## src/rtl/commit_trace_checker_fifo.sv

```systemverilog
// Synchronous FIFO buffering observed commits until the golden stream
// catches up. A push while full is accepted only when a pop frees the
// head slot in the same cycle; otherwise it is dropped.
module commit_trace_checker_fifo #(
    parameter int WIDTH = 55,
    parameter int DEPTH = 8
) (
    input  logic             clk,
    input  logic             rst,
    input  logic             push,
    input  logic             pop,
    input  logic [WIDTH-1:0] din,
    output logic [WIDTH-1:0] dout,
    output logic             full,
    output logic             empty
);
    localparam int AW = $clog2(DEPTH);

    logic [WIDTH-1:0] mem [DEPTH];
    logic [AW:0]      wr_ptr;
    logic [AW:0]      rd_ptr;
    logic             do_push;
    logic             do_pop;

    assign empty   = (wr_ptr == rd_ptr);
    assign full    = (wr_ptr[AW] != rd_ptr[AW]) && (wr_ptr[AW-1:0] == rd_ptr[AW-1:0]);
    assign do_pop  = pop && !empty;
    assign do_push = push && (!full || do_pop);
    assign dout    = mem[rd_ptr[AW-1:0]];

    // Storage array; contents are don't-care until written so it has no reset.
    always_ff @(posedge clk) begin
        if (do_push)
            mem[wr_ptr[AW-1:0]] <= din;
    end

    // Read/write pointers with an extra wrap bit to tell full from empty.
    always_ff @(posedge clk or posedge rst) begin
        if (rst) begin
            wr_ptr <= '0;
            rd_ptr <= '0;
        end else begin
            if (do_push)
                wr_ptr <= wr_ptr + 1'b1;
            if (do_pop)
                rd_ptr <= rd_ptr + 1'b1;
        end
    end

endmodule

```

## config.mk

```make
export PLATFORM = sky130hd
export DESIGN_NAME = commit_trace_checker_fifo
export DESIGN_NICKNAME = d
export VERILOG_FILES = /design/src/rtl/commit_trace_checker_fifo.sv
export SDC_FILE = /design/constraint.sdc
export NUM_CORES = 1
export LEC_CHECK = 0
export CORE_ASPECT_RATIO = 1.5
export CORE_MARGIN = 5
export CORE_UTILIZATION = 30
export CTS_CLUSTER_DIAMETER = 50
export DETAILED_ROUTE_END_ITERATION = 10
export GPL_TIMING_DRIVEN = 0
export HOLD_SLACK_MARGIN = 0.12
export SLEW_MARGIN = 20
export SYNTH_ARGS = -nofsm -noshare
export SYNTH_HDL_FRONTEND = slang
export SYNTH_SLANG_ARGS = --single-unit
```

## constraint.sdc

```tcl
create_clock -name clk -period 18.9 [get_ports clk]
set_clock_uncertainty 0.2 [all_clocks]
set_input_delay 1.89 -clock clk [delete_from_list [all_inputs] [get_ports clk]]
set_output_delay 1.89 -clock clk [all_outputs]
set_load 0.1 [all_outputs]
```

==> impl_metrics.env <==
export IMPL_wl_per_cell_um=21.5
export IMPL_synth_area_top_cells="edfxtp_1 (78%), mux4_2 (15%), mux2_2 (3.8%), dfrtp_1 (1.2%), buf_6 (0.59%)"
export IMPL_post_place_ws_ns=13.47
export IMPL_drt_total_wl_um=36900
export IMPL_grt_pass1_wl_um=55100
export IMPL_setup_viol=0
export IMPL_hold_buffers=0
export IMPL_dr_wl_met3_um=1580
export IMPL_die_w_um=205
export IMPL_vias_per_cell=4.53
export IMPL_cpMaxStageDelayCell="clkdlybuf4s50_1"
export IMPL_dieHeight_um=302
export IMPL_gr_total_overflow=0
export IMPL_fin_nets=983
export IMPL_yosysSeqAreaShare=0.787
export IMPL_cts_resized=0
export IMPL_async_flop_share=0.0179
export IMPL_cts_sinks=448
export IMPL_area_growth_pct=24.0
export IMPL_synth_cell_type_count=27
export IMPL_synth_edf_count=440
export IMPL_ys_warn_count=0
export IMPL_status="completed"
export IMPL_crit_required_ns=16.81
export IMPL_crit_arrival_ns=3.78
export IMPL_h_tree_depth=2
export IMPL_met2_length_um=19100
export IMPL_hpwl_um=25900
export IMPL_final_period_utilization=0.310
export IMPL_dr_pass1_iters=4
export IMPL_slew_headroom=0.300
export IMPL_syn_cell_area_um2=17000
export IMPL_cts_buffer_depth=3
export IMPL_avgSynthCellArea_um2=24.5
export IMPL_fin_ws_ns=13.03
export IMPL_path_class="flop to output port"
export IMPL_worst_setup_path_start_kind="flop"
export IMPL_synth_seq_cells=448
export IMPL_timing_fmax_mhz=170
export IMPL_hold_class="flop to flop"
export IMPL_max_cap_violations=0
export IMPL_antenna_found_initial=5
export IMPL_period_needed_ns=5.87
export IMPL_syn_num_nets=755
export IMPL_path_cells="buf_2 > buf_2 > clkbuf_1 > mux4_2 > mux2_2 > clkdlybuf4s50_1"
export IMPL_setup_tns_ns=0
export IMPL_cts_root_buf="clkbuf_16"
export IMPL_grt_pass1_vias=8430
export IMPL_num_io_pins=116
export IMPL_routabilityCongestion=0.683
export IMPL_topRoutingLayerUsed="met5"
export IMPL_placed_cell_area_um2=19800
export IMPL_floorplan_initialDensity=0.302
export IMPL_final_area_um2=21100
export IMPL_num_vias=7797
export IMPL_cts_tree="yes"
export IMPL_grt_start_max_net_pins=20
export IMPL_ys_flop_type="edfxtp_1"
export IMPL_rows=107
export IMPL_path_common_cell="buf_2"
export IMPL_slowest_delay_ns=0.99
export IMPL_cp_max_fo=10
export IMPL_port_buffers=114
export IMPL_synth_largest_area_cell="edfxtp_1"
export IMPL_end_kind="output port"
export IMPL_insertion_delay_ns=0.53
export IMPL_syn_inst=694
export IMPL_drt_iter0_markers=628
export IMPL_clkTransAtPathRegs_ns=0.07
export IMPL_post_cts_setup_buffers=0
export IMPL_drive_above_1_share=0.349
export IMPL_cts_buffers=41
export IMPL_ant_nets=0
export IMPL_remaining_drc_errors=0
export IMPL_yosysTopAreaCellShare=0.776
export IMPL_final_hold_viol_count=0
export IMPL_final_util=0.374
export IMPL_met1_length_um=15500
export IMPL_slew_violations=0
export IMPL_grt_usage=0.119
export IMPL_max_slew_worst_pin_slew_ns=1.05
export IMPL_die_area_um2=61800
export IMPL_coreArea_um2=56500
export IMPL_rsz0062_at_grt="false"
-- final cells by class --
cell class              instances  area [um2]
flip-flops and latches        448       13400
well taps                     763         955
inverters                       2        7.51
clock buffers                  52        1130
clock inverters                23         219
fillers                      5184       35400
repair buffers                185        1720
diodes                          3        7.51
plain buffers                  36         221
multi-input cells             208        3440
-- layout by cell type, fill, tap and decap left out, drive strengths merged --
master         count
clkinv            12
clkinvlp           5
mux4             110
mux2              57
clkdlybuf4s50    114
nand3b             1
bufinv             3
o31ai              2
buf               98
diode              3
inv                5
edfxtp           440
xor2               1
ha                 2
or4                1
o211ai             1
nor3               4
nor4b              1
clkbuf            61
o21ai              1
nand3              1
xnor2              8
dfrtp              8
nor2               6
o311ai             3
nand2b             1
nand2              4
nand4              2
nor4               2
-- critical path, delay by kind of cell, from the launching register on --
family,cells,cell delay [ns]
buf+inv,4,2.17
flops,1,0.35
mux,2,0.73
-- per-stage QoR --
stage / hold WS, ns / instances
2_1_floorplan: 0.349 / 694
3_3_place_gp: 0.384 / 1571
3_5_place_dp: 0.401 / 1642
4_1_cts: 0.415 / 1717
5_1_grt: 0.464 / 1717
6_report: 0.406 / 1720
-- flip-flops by register name, summed over array words and instances (netlist names) --
signal  cells
mem       440
wr_ptr      4
rd_ptr      4
-- per-layer routing --
metal | vias up | GRT usage
met5 | - | 0
met2 | 169 | 0.208
met1 | 4143 | 0.154
met3 | 52 | 0.0208
li1 | 3429 | -
met4 | 4 | 0.0324
-- logic make-up after synthesis --
logic type      synth area share
flops                      0.787
fa+ha+maj                0.00147
mux                        0.183
compound gates           0.00316
xor+xnor                 0.00463
buf+inv                   0.0134
simple gates             0.00690
-- synthesized netlist by cell type (3+ instances only) --
library cell  number
mux4_2           110
nor3_1             4
clkbuf_1           9
xnor2_1            8
nand2_1            4
mux2_2            57
buf_1              3
buf_6              9
edfxtp_1         440
dfrtp_1            8
nor2_1             6
buf_2             15
-- path summary, 6_finish.rpt --
kind                       cells past startpoint         end       from  slack (ns)
setup / recovery                               6    dout[54]  rd_ptr[1]       13.03
hold / removal                                 2   wr_ptr[3]  wr_ptr[3]        0.41
setup reg to reg                              11  mem[1][17]  wr_ptr[1]       15.51
hold reg to reg                                2   wr_ptr[3]  wr_ptr[3]        0.41
max in group asynchronous                      2   rd_ptr[0]        rst       16.81
min in group asynchronous                      2   wr_ptr[2]        rst        1.42
Power is not shown: default switching activity piles up to over one toggle a cycle in this logic, so the estimate is an artifact.
